===== src/rtl/riscv_pkg.sv =====
// ---------------------------------------------------------------------------
// riscv_pkg
//   Definitions shared by the fetch stage and its IF/ID register:
//     NOP_INSTR       canonical bubble instruction (addi x0, x0, 0)
//     RS1_* / RS2_*   bit positions of the source-register fields
//     fetch_state_e   fetch FSM states
// ---------------------------------------------------------------------------
package riscv_pkg;

   localparam logic [31:0] NOP_INSTR = 32'h0000_0013;

   localparam int RS1_LSB = 15;
   localparam int RS1_MSB = 19;
   localparam int RS2_LSB = 20;
   localparam int RS2_MSB = 24;

   // IDLE : one cycle after reset, nothing in flight
   // REQ  : request presented, waiting for the memory handshake
   // WAIT : one request outstanding, waiting for its response
   // HOLD : response captured while stalled, parked in the hold buffer
   typedef enum logic [1:0] {
      IDLE = 2'd0,
      REQ  = 2'd1,
      WAIT = 2'd2,
      HOLD = 2'd3
   } fetch_state_e;

endpackage


===== src/rtl/if_id_reg.sv =====
// ---------------------------------------------------------------------------
// if_id_reg
//   IF/ID pipeline register. Priority, highest first:
//     flush : drop contents (valid=0, instr=NOP); pc is left as is
//     stall : hold every field
//     load  : capture {1, load_pc, load_instr}
//     else  : bubble (valid=0, instr=NOP); pc is left as is
//   Ports:
//     clk, rst_n                   clock, asynchronous active-low reset
//     stall, flush, load           control, see priority above
//     load_pc, load_instr          data captured on load
//     id_valid, id_pc, id_instr    register contents
// ---------------------------------------------------------------------------
module if_id_reg
   import riscv_pkg::*;
#(
   parameter int WORD_BITWIDTH = 32
) (
   input  logic                     clk,
   input  logic                     rst_n,
   input  logic                     stall,
   input  logic                     flush,
   input  logic                     load,
   input  logic [WORD_BITWIDTH-1:0] load_pc,
   input  logic [WORD_BITWIDTH-1:0] load_instr,
   output logic                     id_valid,
   output logic [WORD_BITWIDTH-1:0] id_pc,
   output logic [WORD_BITWIDTH-1:0] id_instr
);

   localparam logic [WORD_BITWIDTH-1:0] NOP = WORD_BITWIDTH'(NOP_INSTR);

   always_ff @(posedge clk or negedge rst_n) begin
      if (!rst_n) begin
         id_valid <= 1'b0;
         id_pc    <= '0;
         id_instr <= NOP;
      end else if (flush) begin
         id_valid <= 1'b0;
         id_instr <= NOP;
      end else if (!stall) begin
         if (load) begin
            id_valid <= 1'b1;
            id_pc    <= load_pc;
            id_instr <= load_instr;
         end else begin
            id_valid <= 1'b0;
            id_instr <= NOP;
         end
      end
   end

endmodule


===== src/rtl/if_stage.sv =====
// ---------------------------------------------------------------------------
// if_stage
//   Instruction-fetch stage: owns the PC, issues one outstanding request at a
//   time to instruction memory, parks a response that arrives during a stall
//   in a one-entry hold buffer, and feeds the IF/ID register.
//
//   Handshake semantics:
//     request  : a transfer happens on a rising edge where imem_req_valid and
//                imem_req_ready are both 1. While valid is 1 and ready is 0,
//                imem_req_addr stays stable and valid stays asserted
//                (unless a redirect replaces the address).
//     response : no ready; imem_rsp_valid is always accepted. It is only
//                meaningful in WAIT; at any other time it is ignored.
//
//   Ports:
//     clk, rst_n                          clock, async active-low reset
//     if_stall                            freeze PC and IF/ID
//     redirect_valid, redirect_pc         EX redirect (pc[1:0] forced to 0)
//     imem_req_valid/ready/addr           fetch request channel
//     imem_rsp_valid/data                 fetch response channel
//     id_valid, id_pc, id_instr           IF/ID register contents
//     id_Rs1, id_Rs2                      source-register fields of id_instr
// ---------------------------------------------------------------------------
module if_stage
   import riscv_pkg::*;
#(
   parameter int                       WORD_BITWIDTH    = 32,
   parameter int                       REG_NUM_BITWIDTH = 5,
   parameter logic [WORD_BITWIDTH-1:0] RESET_PC         = '0
) (
   input  logic                        clk,
   input  logic                        rst_n,
   input  logic                        if_stall,
   input  logic                        redirect_valid,
   input  logic [WORD_BITWIDTH-1:0]    redirect_pc,
   output logic                        imem_req_valid,
   input  logic                        imem_req_ready,
   output logic [WORD_BITWIDTH-1:0]    imem_req_addr,
   input  logic                        imem_rsp_valid,
   input  logic [WORD_BITWIDTH-1:0]    imem_rsp_data,
   output logic                        id_valid,
   output logic [WORD_BITWIDTH-1:0]    id_pc,
   output logic [WORD_BITWIDTH-1:0]    id_instr,
   output logic [REG_NUM_BITWIDTH-1:0] id_Rs1,
   output logic [REG_NUM_BITWIDTH-1:0] id_Rs2
);

   localparam logic [WORD_BITWIDTH-1:0] PC_STEP    = WORD_BITWIDTH'(4);
   localparam logic [WORD_BITWIDTH-1:0] ALIGN_MASK = ~WORD_BITWIDTH'(3);

   fetch_state_e               state, state_n;
   logic [WORD_BITWIDTH-1:0]   pc, pc_n;
   logic                       kill, kill_n;
   logic                       hold_valid, hold_valid_n;
   logic [WORD_BITWIDTH-1:0]   hold_data, hold_data_n;

   logic                       req_fire;
   logic                       id_load;
   logic                       id_flush;
   logic [WORD_BITWIDTH-1:0]   id_load_pc;
   logic [WORD_BITWIDTH-1:0]   id_load_instr;

   // pc always holds the address of the request being presented or awaited,
   // so the address output is simply pc.
   assign imem_req_valid = (state == REQ);
   assign imem_req_addr  = pc;
   assign req_fire       = imem_req_valid && imem_req_ready;

   always_ff @(posedge clk or negedge rst_n) begin
      if (!rst_n) begin
         state      <= IDLE;
         pc         <= RESET_PC;
         kill       <= 1'b0;
         hold_valid <= 1'b0;
         hold_data  <= '0;
      end else begin
         state      <= state_n;
         pc         <= pc_n;
         kill       <= kill_n;
         hold_valid <= hold_valid_n;
         hold_data  <= hold_data_n;
      end
   end

   always_comb begin
      state_n       = state;
      pc_n          = pc;
      kill_n        = kill;
      hold_valid_n  = hold_valid;
      hold_data_n   = hold_data;
      id_load       = 1'b0;
      id_flush      = 1'b0;
      id_load_pc    = pc;
      id_load_instr = imem_rsp_data;

      case (state)
         IDLE: state_n = REQ;

         REQ: begin
            if (req_fire) state_n = WAIT;
         end

         WAIT: begin
            if (imem_rsp_valid) begin
               if (kill) begin
                  // response belongs to a fetch made stale by a redirect
                  kill_n  = 1'b0;
                  state_n = REQ;
               end else if (!if_stall) begin
                  id_load = 1'b1;
                  pc_n    = pc + PC_STEP;
                  state_n = REQ;
               end else begin
                  hold_data_n  = imem_rsp_data;
                  hold_valid_n = 1'b1;
                  pc_n         = pc + PC_STEP;
                  state_n      = HOLD;
               end
            end
         end

         HOLD: begin
            if (!if_stall) begin
               // pc already points past the parked instruction
               id_load       = 1'b1;
               id_load_pc    = pc - PC_STEP;
               id_load_instr = hold_data;
               hold_valid_n  = 1'b0;
               state_n       = REQ;
            end
         end

         default: state_n = IDLE;
      endcase

      // Redirect overrides everything above, stall included.
      if (redirect_valid) begin
         pc_n         = redirect_pc & ALIGN_MASK;
         id_flush     = 1'b1;
         id_load      = 1'b0;
         hold_valid_n = 1'b0;
         case (state)
            REQ: begin
               if (req_fire) begin
                  // old address already accepted: its response must be dropped
                  state_n = WAIT;
                  kill_n  = 1'b1;
               end else begin
                  state_n = REQ;
               end
            end
            WAIT: begin
               if (imem_rsp_valid) begin
                  state_n = REQ;
                  kill_n  = 1'b0;
               end else begin
                  state_n = WAIT;
                  kill_n  = 1'b1;
               end
            end
            default: begin
               state_n = REQ;
               kill_n  = 1'b0;
            end
         endcase
      end
   end

   if_id_reg #(
      .WORD_BITWIDTH (WORD_BITWIDTH)
   ) u_if_id_reg (
      .clk        (clk),
      .rst_n      (rst_n),
      .stall      (if_stall),
      .flush      (id_flush),
      .load       (id_load),
      .load_pc    (id_load_pc),
      .load_instr (id_load_instr),
      .id_valid   (id_valid),
      .id_pc      (id_pc),
      .id_instr   (id_instr)
   );

   assign id_Rs1 = id_instr[RS1_MSB:RS1_LSB];
   assign id_Rs2 = id_instr[RS2_MSB:RS2_LSB];

endmodule


===== config.mk =====
export PLATFORM = sky130hd
export DESIGN_NAME = if_stage
export DESIGN_NICKNAME = d
export VERILOG_FILES = /design/src/rtl/riscv_pkg.sv /design/src/rtl/if_id_reg.sv /design/src/rtl/if_stage.sv
export SDC_FILE = /design/constraint.sdc
export NUM_CORES = 1
export LEC_CHECK = 0
export ABC_AREA = 1
export BUFFER_PORTS_ARGS = -buffer_cell sky130_fd_sc_hd__buf_2
export CORE_AREA = 4 4 129 131
export CTS_BUF_LIST = sky130_fd_sc_hd__clkbuf_2 sky130_fd_sc_hd__clkbuf_4 sky130_fd_sc_hd__clkbuf_8
export DETAILED_ROUTE_END_ITERATION = 7
export DIE_AREA = 0 0 133 135
export PLACE_DENSITY = 0.72
export SLEW_MARGIN = 20
export SYNTH_ARGS = -nofsm -noshare
export SYNTH_HDL_FRONTEND = slang
export SYNTH_SLANG_ARGS = --single-unit

===== constraint.sdc =====
create_clock -name clk -period 2 [get_ports clk]
set_clock_uncertainty 0.05 [all_clocks]
set_input_delay 0.2 -clock clk [delete_from_list [all_inputs] [get_ports clk]]
set_output_delay 0.2 -clock clk [all_outputs]
set_load 0.02 [all_outputs]

# Word level (Yosys, flattened, before mapping)

Index checks and enable logic that the tools add are counted.

Register bits after elaboration: 132
Output and inout bits: 108

$add $sub $neg: 2
Eq/ne operators: 8
Muxes and demuxes: 34
Bitwise operators: 3
Reductions and logical operators: 8

Operator list:

| cell                                                | count |
|---|---|
| two-way mux 32 bit                                  | 9 |
| adder 32 x 3 -> 32 bit (second input constant)      | 1 |
| subtractor 32 x 3 -> 32 bit (second input constant) | 1 |
| two-way mux 2 bit                                   | 8 |
| two-way mux 1 bit                                   | 13 |
| AND reduction 3 bit                                 | 3 |
| case mux 2 bit (4 select lines)                     | 1 |
| != test 3 bit (second input constant)               | 2 |
| == test 2 bit (second input constant)               | 2 |
| case mux 1 bit (2 select lines)                     | 2 |
| case mux 2 bit (2 select lines)                     | 1 |
| AND reduction 4 bit                                 | 1 |
| nonzero test 2 bit                                  | 2 |
| != test 3 x 2 -> 1 bit (second input constant)      | 1 |
| inverter 1 bit                                      | 3 |
| == test 2 x 1 -> 1 bit (second input constant)      | 1 |
| logical NOT 2 bit                                   | 1 |
| != test 2 x 1 -> 1 bit (second input constant)      | 1 |
| != test 2 bit (second input constant)               | 1 |
| logical AND 1 bit                                   | 1 |

# Depth between registers and ports, before layout

Gate-level depths: netlist of the first run.

Word-level depth: 8
Gate-level depth with buffers: 13

# Cells and area by module

Synthesis of the first run repeated with hierarchy kept, for this count alone.

Cell total of the unflattened synthesis: 1,103
Area total of the unflattened synthesis: 7,753.7 µm²

Modules (own cells, without submodules):

| module    | instances | cells an instance | area an instance (µm²) | sequential area each (µm²) |
|---|---|---|---|---|
| if_stage  | 1         | 814               | 5,149.9                | 1,626.6 |
| if_id_reg | 1         | 289               | 2,603.7                | 1,630.3 |

# Worst setup path before layout of the first run

OpenSTA, ideal clock, no wires.

Path type: register to register
From: reg pc[2], in the netlist imem_req_addr[2]
To: reg u_if_id_reg.id_pc[26]
Setup time: 0.117 ns
Data arrival time: 1.713 ns
Data required time: 1.833 ns
Path slack: 0.120 ns
Stages on the path, launching flop included: 13
Buffers on the path: 1
Cells stage by stage: dfrtp_1 > buf_2 > inv_2 > ha_1 > nand2_1 > inv_1 > nand2_1 > nor2_4 > nand3_2 > nor3_4 > nand3_1 > nand3_1 > nand2_1

Cells in the longest elaborated chain, start to end: 2

RTL lines:

| item                        | RTL line        | source |
|---|---|---|
| start, declared             | if_stage.sv:52  | `logic [WORD_BITWIDTH-1:0] pc, pc_n;` |
| start signal, assigned      | if_stage.sv:78  | `pc <= pc_n;` |
| subtractor 32 x 3 -> 32 bit | if_stage.sv:126 | `id_load_pc = pc - PC_STEP;` |
| two-way mux 32 bit          | if_stage.sv:96  | `case (state)` |
| end signal, assigned        | if_id_reg.sv:44 | `id_pc <= load_pc;` |
| end, declared               | if_id_reg.sv:27 | `output logic [WORD_BITWIDTH-1:0] id_pc,` |

Every way passes these cells.
A chain may end at the register's enable or synchronous reset.

# Worst setup path after layout of the first run

From: reg pc[4], in the netlist imem_req_addr[4]
To: reg u_if_id_reg.id_pc[25]

The elaborated chain is that of the path after synthesis.

==> flow_metrics.env, run 1 <==
export IMPL_crit_path_frequent_cell="nand3_1"
export IMPL_yosys_warnings=0
export IMPL_fin_tns_setup_ns=0
export IMPL_power_combinational_fraction=0.367
export IMPL_synth_edf_count=0
export IMPL_cts_buffers=17
export IMPL_grt_overflow=0
export IMPL_grtUsageTotal=0.252
export IMPL_cts_sinks=128
export IMPL_reg2reg_slack_ns=0.11
export IMPL_cpPeakStageDelay_ns=0.44
export IMPL_grt_pass1_vias=7161
export IMPL_cts_tree="yes"
export IMPL_p_seq_frac=0.411
export IMPL_fill_cells=1436
export IMPL_final_layout_size_suffix_gt1_frac=0.252
export IMPL_grt_pass1_wl_um=36100
export IMPL_hold_start="redirect_pc[10]"
export IMPL_drc=0
export IMPL_ir_drop_v=0.000538
export IMPL_via_count=7398
export IMPL_final_max_slew_viol_count=0
export IMPL_core_area_mm2=0.0156
export IMPL_clockBufferDepth=2
export IMPL_cts_root_buffer="clkbuf_8"
export IMPL_r2r_start="imem_req_addr[4]"
export IMPL_clock_latency_ns=0.46
export IMPL_die_w_um=133
export IMPL_grt_max_degree=73
export IMPL_drtAntennaViolNets=0
export IMPL_syn_area_mm2=0.00732
export IMPL_areaGrowthSynthToFinish_pct=29.0
export IMPL_first_pass_iters=5
export IMPL_crit_type="reg2reg"
export IMPL_std_cell_rows=46
export IMPL_worstSetupEndpointType="flop"
export IMPL_syn_avg_cell_area_um2=7.43
export IMPL_critPathSlowestCell="dfrtp_1"
export IMPL_final_util=0.605
export IMPL_via_per_inst=5.18
export IMPL_hold_path_class="in2reg"
export IMPL_max_cap_violations=0
export IMPL_gp_congestion=0.931
export IMPL_yosys_register_bits=128
export IMPL_hold_end="imem_req_addr[10]"
export IMPL_p_leak_nw=4.69
export IMPL_final_nets=1274
export IMPL_cp_arrival_ns=2.19
export IMPL_ios=178
export IMPL_period_minus_slack_ns=1.89
export IMPL_crit_family="simple AND/OR/NAND/NOR gates"
export IMPL_synth_mux_area_frac=0
export IMPL_synth_top_family_by_area="simple AND/OR/NAND/NOR gates"
export IMPL_clock_power_share=0.222
export IMPL_swShare=0.415
export IMPL_hold_path_depth=3
export IMPL_rr_worst_depth=9
export IMPL_wl_um=22700
export IMPL_start_util=0.469
export IMPL_finalCritPeriodShare=0.946
export IMPL_status="finished, final reports clean"
export IMPL_numPortBuffers=171
export IMPL_worstPathCellList="nor2_1 > nand3_2 > nor2_2 > nand2_2 > nor3_4 > buf_4 > nand3_1 > nand3_1 > nand2_1"
export IMPL_yosys_area_share_simple=0.283
export IMPL_hpwlAfterDp_um=15700
export IMPL_async_flop_share=1.00
export IMPL_cp_max_fo=6
export IMPL_power_density_mw_per_mm2=1010
export IMPL_syn_inst=985
export IMPL_r2r_end="u_if_id_reg.id_pc[25]"
export IMPL_drt_iter0_drc=508
export IMPL_critPathLaunchType="flop"
export IMPL_p_int_mw=5.59
export IMPL_crit_required_ns=2.30
export IMPL_setup_violations=0
export IMPL_antenna_found_initial=1
export IMPL_die_y_um=135
export IMPL_fmax_mhz=528
export IMPL_clkTransAtPathRegs_ns=0.08
export IMPL_htree_levels=4
export IMPL_synthFlopType="dfrtp_1"
export IMPL_synth_xor_area_share=0.0215
export IMPL_worst_path_buf_inv=1
export IMPL_die_area_mm2=0.0180
export IMPL_synthAdderAreaFrac=0.00855
export IMPL_ys_types=41
export IMPL_p_switching_mw=3.96
export IMPL_wl_per_cell_um=15.9
export IMPL_n_antenna_cell=0
export IMPL_yosysSeqAreaShare=0.438
export IMPL_report_final_hold_viol_count=0
export IMPL_synth_compound_area_frac=0.147
[layout by cell type, fill, tap and decap left out, drive strengths merged, types with 2 or more instances in the layout]
| cell | n |
|---|---|
| conb | 4 |
| a31oi | 3 |
| dfrtp | 125 |
| xnor2 | 2 |
| o21ai | 117 |
| a32o | 30 |
| inv | 106 |
| buf | 211 |
| nor2 | 118 |
| nand4 | 7 |
| dlygate4sd3 | 46 |
| clkinv | 8 |
| clkinvlp | 6 |
| nand3 | 64 |
| dfstp | 3 |
| ha | 5 |
| clkbuf | 20 |
| nor3 | 21 |
| a21oi | 10 |
| o22ai | 10 |
| nand2 | 271 |
| xor2 | 16 |
[routing by layer]
metal | global-route usage | share of wire
met5 | 0 | 0.00084
met4 | 0.0924 | 0.029
met3 | 0.0667 | 0.078
met2 | 0.418 | 0.47
met1 | 0.319 | 0.42
[synthesized netlist by cell type, types with 7 or more instances]
| library cell | number | area, µm² |
|---|---|---|
| dfrtp_1 | 125 | 3130 |
| xor2_1 | 16 | 140 |
| nand4_1 | 7 | 43.8 |
| nand2_1 | 266 | 998 |
| clkbuf_1 | 29 | 109 |
| buf_2 | 14 | 70.1 |
| nor3_1 | 13 | 65.1 |
| a32o_1 | 30 | 300 |
| a21oi_1 | 10 | 50.1 |
| nand3_1 | 62 | 310 |
| inv_2 | 14 | 52.6 |
| inv_1 | 91 | 342 |
| o22ai_1 | 10 | 62.6 |
| buf_4 | 17 | 128 |
| nor2_1 | 107 | 402 |
| o21ai_0 | 97 | 485 |
| o21ai_1 | 20 | 100 |
[stage by stage]
step	hold slack, ns	power (mW)	setup WS (ns)	cells	area [µm²]
6_report	0.0356	9.54	0.107	1428	9440
5_1_grt	0.0431	10.2	-0.0136	1428	9440
4_1_cts	0.00676	9.46	0.0866	1420	9290
3_5_place_dp	0.0922	7.26	0.105	1342	8470
3_3_place_gp	0.0937	7.18	0.167	1342	8470
2_1_floorplan	-0.146	6.04	0.120	988	7330
[sequential cells by signal, summed over array words and instances, names as in the netlist]
signal / count
hold_data: 32
u_if_id_reg.id_valid: 1
kill: 1
u_if_id_reg.id_instr: 32
state: 2
imem_req_addr: 30
u_if_id_reg.id_pc: 30
[power groups by stage]
stage | Clock [mW] | Sequential, mW | Combinational (mW)
after detailed placement | 0 | 3.94 | 3.33
after floorplan | 0 | 4.36 | 1.68
final | 2.12 | 3.92 | 3.50
after global placement | 0 | 3.92 | 3.26
after CTS | 2.16 | 3.90 | 3.40
after global routing | 2.27 | 4.02 | 3.89
[area by class of cell]
class	instances	area (µm²)	share of cell area
clock buffers	19	249	0.0264
clock inverters	13	116	0.0123
inverters	108	407	0.0431
multi-input cells	686	3450	0.365
flip-flops and latches	128	3210	0.340
well taps	216	270	0.0286
repair buffers	258	1740	0.184
[repair_timing]
action,CTS,global route
gates resized for setup,0,23
endpoints found under the setup margin,0,36
hold buffers,46,0
endpoints found under the hold margin,172,0
buffers inserted,0,7
[worst reg2reg max path, stage by stage (launching register included)]
cell     delay [ns]
dfrtp_1        0.44
nor2_1         0.25
nand3_2        0.17
nor2_2         0.16
nand2_2        0.13
nor3_4         0.23
buf_4          0.16
nand3_1        0.06
nand3_1        0.10
nand2_1        0.05
[how the worst max path moves through the flow]
stage / from / endpoint / slack, ns / cells after the start
after floorplan: imem_req_addr[2] / u_if_id_reg.id_pc[26] / 0.12 / 12
after detailed placement: state[0] / u_if_id_reg.id_pc[10] / 0.10 / 9
final: imem_req_addr[4] / u_if_id_reg.id_pc[25] / 0.11 / 9
after CTS: state[0] / u_if_id_reg.id_pc[10] / 0.09 / 9
after global placement: state[0] / state[1] / 0.17 / 9
after global routing: state[0] / u_if_id_reg.id_pc[12] / -0.01 / 10
[cell families after synthesis]
kind of cell	count (synthesis)
adders and majority gates	5
xor gates and xnor gates	18
DFF	128
buffers and inverters	174
and+or+nand+nor	482
AOI/OAI and AO/OA	177
other	1
Power figures use the tool's default switching activity.
==> run 2, diff against run 1 <==
CTS_BUF_LIST = default   (was sky130_fd_sc_hd__clkbuf_2 sky130_fd_sc_hd__clkbuf_4 sky130_fd_sc_hd__clkbuf_8)
==> flow_metrics.env, run 2 (synthesized netlist as in run 1, its figures left out) <==
export IMPL_cts_buffers=17
export IMPL_clockBufferDepth=2
export IMPL_ir_drop_v=0.000607
export IMPL_hold_path_class="in2reg"
export IMPL_p_total_mw=10.3
export IMPL_grtUsageTotal=0.251
export IMPL_swShare=0.393
export IMPL_clock_latency_ns=0.43
export IMPL_gp_congestion=0.931
export IMPL_period_minus_slack_ns=1.89
export IMPL_crit_path_frequent_cell="nand3_1"
export IMPL_clock_power_share=0.283
export IMPL_layout_commonest_cell="nand2_1"
export IMPL_critPathLaunchType="flop"
export IMPL_start_util=0.469
export IMPL_grt_pass1_wl_um=35800
export IMPL_critPathSlowestCell="dfrtp_1"
export IMPL_design_area_mm2=0.00944
export IMPL_cts_root_buffer="clkbuf_16"
export IMPL_drt_iter0_drc=478
export IMPL_reg2reg_slack_ns=0.11
export IMPL_setup_violations=0
export IMPL_die_area_mm2=0.0180
export IMPL_final_layout_size_suffix_gt1_frac=0.249
export IMPL_areaGrowthSynthToFinish_pct=29.0
export IMPL_grt_max_degree=73
export IMPL_crit_required_ns=2.26
export IMPL_wl_per_cell_um=16.0
export IMPL_status="finished, final reports clean"
export IMPL_grt_pass1_vias=7155
export IMPL_p_leak_nw=4.69
export IMPL_cpPeakStageDelay_ns=0.43
export IMPL_final_nets=1257
export IMPL_crit_type="reg2reg"
export IMPL_drc=0
export IMPL_p_int_mw=6.26
export IMPL_finalCritPeriodShare=0.944
export IMPL_std_cell_rows=46
export IMPL_max_cap_violations=0
export IMPL_fill_cells=1429
export IMPL_power_combinational_fraction=0.336
export IMPL_cp_arrival_ns=2.14
export IMPL_cts_sinks=128
export IMPL_power_density_mw_per_mm2=1090
export IMPL_final_max_slew_viol_count=0
export IMPL_antenna_found_initial=1
export IMPL_cts_tree="yes"
export IMPL_numPortBuffers=171
export IMPL_via_count=7287
export IMPL_first_pass_iters=5
export IMPL_layout_cells_most_common_list="263 x nand2_1, 170 x buf_2, 121 x dfrtp_1"
export IMPL_drtAntennaViolNets=0
export IMPL_die_w_um=133
export IMPL_ios=178
export IMPL_wl_um=22500
export IMPL_core_area_mm2=0.0156
export IMPL_whs_ns=0.0277
export IMPL_grt_overflow=0
export IMPL_report_final_hold_viol_count=0
export IMPL_postPlaceCellArea_mm2=0.00847
export IMPL_die_y_um=135
export IMPL_cp_max_fo=6
export IMPL_via_per_inst=5.16
export IMPL_final_util=0.605
export IMPL_hpwlAfterDp_um=15700
export IMPL_worstSetupEndpointType="flop"
export IMPL_htree_levels=4
export IMPL_fin_tns_setup_ns=0
export IMPL_worstPathCellList="nor2_1 > nand3_2 > nor2_2 > nand2_2 > nor3_4 > nand3_1 > nand3_1 > nand2_1"
export IMPL_p_seq_frac=0.381
export IMPL_clkTransAtPathRegs_ns=0.06
export IMPL_crit_family="simple AND/OR/NAND/NOR gates"
export IMPL_p_switching_mw=4.05
export IMPL_fmax_mhz=530
export IMPL_reg_top3="hold_data x32, u_if_id_reg.id_instr x32"
export IMPL_worst_path_buf_inv=0
[run 2: what timing repair did]
action | in CTS | in global routing
endpoints found under the hold margin | 67 | 0
hold buffers | 31 | 0
endpoints found under the setup margin | 0 | 34
buffers inserted | 0 | 5
gates resized for setup | 0 | 16
[run 2: worst register-to-register path: stages (launching register included)]
cell and delay [ns]:
dfrtp_1 0.43, nor2_1 0.25, nand3_2 0.17, nor2_2 0.16
nand2_2 0.12, nor3_4 0.32, nand3_1 0.11, nand3_1 0.11
nand2_1 0.06
[run 2: stage by stage]
step	instances	worst slack [ns]
2_1_floorplan	988	0.120
3_3_place_gp	1342	0.167
3_5_place_dp	1342	0.105
4_1_cts	1405	0.0886
5_1_grt	1411	-0.0246
6_report	1412	0.113
[run 2: final timing paths]
check                                      startpoint                      end  cells after the start
max in group asynchronous                       rst_n  u_if_id_reg.id_instr[0]                      3
worst max-delay path                 imem_req_addr[4]    u_if_id_reg.id_pc[19]                      8
min in group asynchronous                       rst_n     u_if_id_reg.id_pc[8]                      2
worst min-delay path                imem_rsp_data[26]            hold_data[26]                      3
worst max register to register       imem_req_addr[4]    u_if_id_reg.id_pc[19]                      8
worst min register to register  u_if_id_reg.id_pc[31]    u_if_id_reg.id_pc[31]                      2
[run 2: layout make-up]
class,instances,area [µm²],share of cell area
well taps,216,270,0.0286
repair buffers,241,1570,0.166
flip-flops and latches,128,3210,0.340
clock buffers,19,433,0.0459
diodes,1,2.50,0.000265
multi-input cells,686,3430,0.364
inverters,108,407,0.0431
clock inverters,13,116,0.0123
[run 2: layer usage]
| metal | wire [µm] | vias up | global-route usage |
|---|---|---|---|
| met5 | 0 | - | 0 |
| met4 | 790 | 0 | 0.0993 |
| met3 | 1850 | 58 | 0.0715 |
| met2 | 10400 | 279 | 0.410 |
| met1 | 9520 | 3377 | 0.315 |
| li1 | - | 3573 | - |
[run 2: power by group through the flow]
stage / Clock, mW / Combinational (mW) / Sequential, mW
after floorplan: 0 / 1.68 / 4.36
after global placement: 0 / 3.26 / 3.92
after detailed placement: 0 / 3.33 / 3.94
after CTS: 2.96 / 3.39 / 3.91
after global routing: 3.08 / 3.85 / 4.03
final: 2.92 / 3.46 / 3.93
==> run 3, diff against run 2 <==
CORE_AREA = 4 4 133 135   (was 4 4 129 131)
DIE_AREA = 0 0 137 139   (was 0 0 133 135)
GPL_TIMING_DRIVEN = 0   (was default)
PLACE_DENSITY = 0.68   (was 0.72)
==> flow_metrics.env, run 3 (synthesized netlist as in run 1, its figures left out) <==
export IMPL_fmax_mhz=522
export IMPL_final_util=0.591
export IMPL_antenna_found_initial=0
export IMPL_final_max_slew_viol_count=0
export IMPL_gp_congestion=0.939
export IMPL_cp_max_fo=5
export IMPL_worstPathCellList="buf_6 > inv_4 > ha_4 > nand2_2 > inv_2 > nand2_2 > nor2_4 > buf_4 > nand3_4 > nor2_4 > nand3_1 > nand3_1 > nand2_1"
export IMPL_drc=0
export IMPL_final_layout_size_suffix_gt1_frac=0.259
export IMPL_clock_latency_ns=0.44
export IMPL_slew_headroom=0.451
export IMPL_critPathLaunchType="flop"
export IMPL_drtAntennaViolNets=0
export IMPL_final_nets=1299
export IMPL_setup_violations=0
export IMPL_hpwlAfterDp_um=17800
export IMPL_grt_pass1_wl_um=38700
export IMPL_power_density_mw_per_mm2=1110
export IMPL_die_area_mm2=0.0190
export IMPL_layout_cells_most_common_list="263 x nand2_1, 174 x buf_2, 124 x dfrtp_1"
export IMPL_grtUsageTotal=0.262
export IMPL_core_area_mm2=0.0165
export IMPL_wl_um=24900
export IMPL_finalCritPeriodShare=0.957
export IMPL_ios=178
export IMPL_cp_arrival_ns=2.19
export IMPL_clkTransAtPathRegs_ns=0.06
export IMPL_report_final_hold_viol_count=0
export IMPL_numPortBuffers=169
export IMPL_areaGrowthSynthToFinish_pct=33.1
export IMPL_via_count=7640
export IMPL_period_minus_slack_ns=1.91
export IMPL_wl_per_cell_um=17.1
export IMPL_die_y_um=139
export IMPL_grt_pass1_vias=7477
export IMPL_tightest_slew_ns=0.823
export IMPL_n_antenna_cell=0
export IMPL_rsz0062_at_grt="true"
export IMPL_first_pass_iters=7
export IMPL_p_leak_nw=4.84
export IMPL_grt_overflow=0
export IMPL_cts_buffers=17
export IMPL_die_w_um=137
export IMPL_cts_sinks=128
export IMPL_cts_tree="yes"
export IMPL_crit_required_ns=2.27
export IMPL_fin_tns_setup_ns=0
export IMPL_reg_top3="hold_data x32, u_if_id_reg.id_instr x32"
export IMPL_cpPeakStageDelay_ns=0.39
export IMPL_critPathSlowestCell="dfrtp_1"
export IMPL_crit_type="reg2reg"
export IMPL_hold_path_class="in2reg"
export IMPL_cts_root_buffer="clkbuf_16"
export IMPL_layout_commonest_cell="nand2_1"
export IMPL_via_per_inst=5.24
export IMPL_max_cap_violations=0
export IMPL_htree_levels=4
export IMPL_worstSetupEndpointType="flop"
export IMPL_status="finished, final reports clean"
export IMPL_ir_drop_v=0.000669
export IMPL_drt_iter0_drc=574
export IMPL_grt_max_degree=97
export IMPL_p_total_mw=10.8
export IMPL_start_util=0.444
export IMPL_std_cell_rows=47
export IMPL_clockBufferDepth=2
==> run 3: repair_timing <==
action                                  in CTS  in global routing
resized for setup                           15                 47
pin swaps                                    4                  8
hold endpoints to repair                   130                  0
endpoints found under the setup margin      75                106
hold buffers                                33                  0
setup buffers                                7                  7
==> run 3: report_power, final <==
part | switching (mW) | internal, mW
logic | 2.36 | 1.24
clock network | 1.34 | 2.00
registers | 0.534 | 3.32
==> run 3: layout make-up <==
type                       instances  area (µm²)
fill                            1578        6730
multi-input combinational        686        3490
sequential                       128        3210
timing repair buffer             217        1330
clock buffer                      17         425
inverter                         108         409
buffer                            66         400
tap                              220         275
clock inverter                    15         198
==> run 3: path summary, 6_finish.rpt <==
check / endpoint / cells after the start / start / slack [ns]
worst max-delay path: u_if_id_reg.id_pc[24] / 13 / imem_req_addr[2] / 0.09
worst max register to register: u_if_id_reg.id_pc[24] / 13 / imem_req_addr[2] / 0.09
max in group asynchronous: u_if_id_reg.id_instr[25] / 3 / rst_n / 0.94
worst min register to register: u_if_id_reg.id_pc[26] / 2 / u_if_id_reg.id_pc[26] / 0.42
worst min-delay path: hold_data[21] / 3 / imem_rsp_data[21] / 0.002
min in group asynchronous: u_if_id_reg.id_pc[10] / 2 / rst_n / 0.17
==> run 3: critical path, delay by kind of cell (launching register included) <==
| kind | cells | cell delay (ns) |
|---|---|---|
| adders and majority gates | 1 | 0.14 |
| DFF | 1 | 0.39 |
| buffers and inverters | 4 | 0.43 |
| and+or+nand+nor | 8 | 0.78 |
==> run 3: stage by stage <==
stage          cell area, µm²  cells  setup WS (ns)  hold WS (ns)
2_1_floorplan            7330    988          0.120        -0.146
4_1_cts                  9550   1450         0.0171      0.000948
5_1_grt                  9740   1457        -0.0235        0.0181
3_3_place_gp             8450   1377          -1.13         0.412
6_report                 9740   1457         0.0859       0.00167
3_5_place_dp             8490   1378         -0.247        0.0290
==> run 3: routing by layer <==
| layer | track usage | up-vias | part of all wire |
|---|---|---|---|
| met2 | 0.415 | 324 | 0.48 |
| met1 | 0.337 | 3590 | 0.41 |
| met4 | 0.110 | 0 | 0.025 |
| met3 | 0.0708 | 52 | 0.086 |
| li1 | - | 3674 | - |
| met5 | 0 | - | 0 |
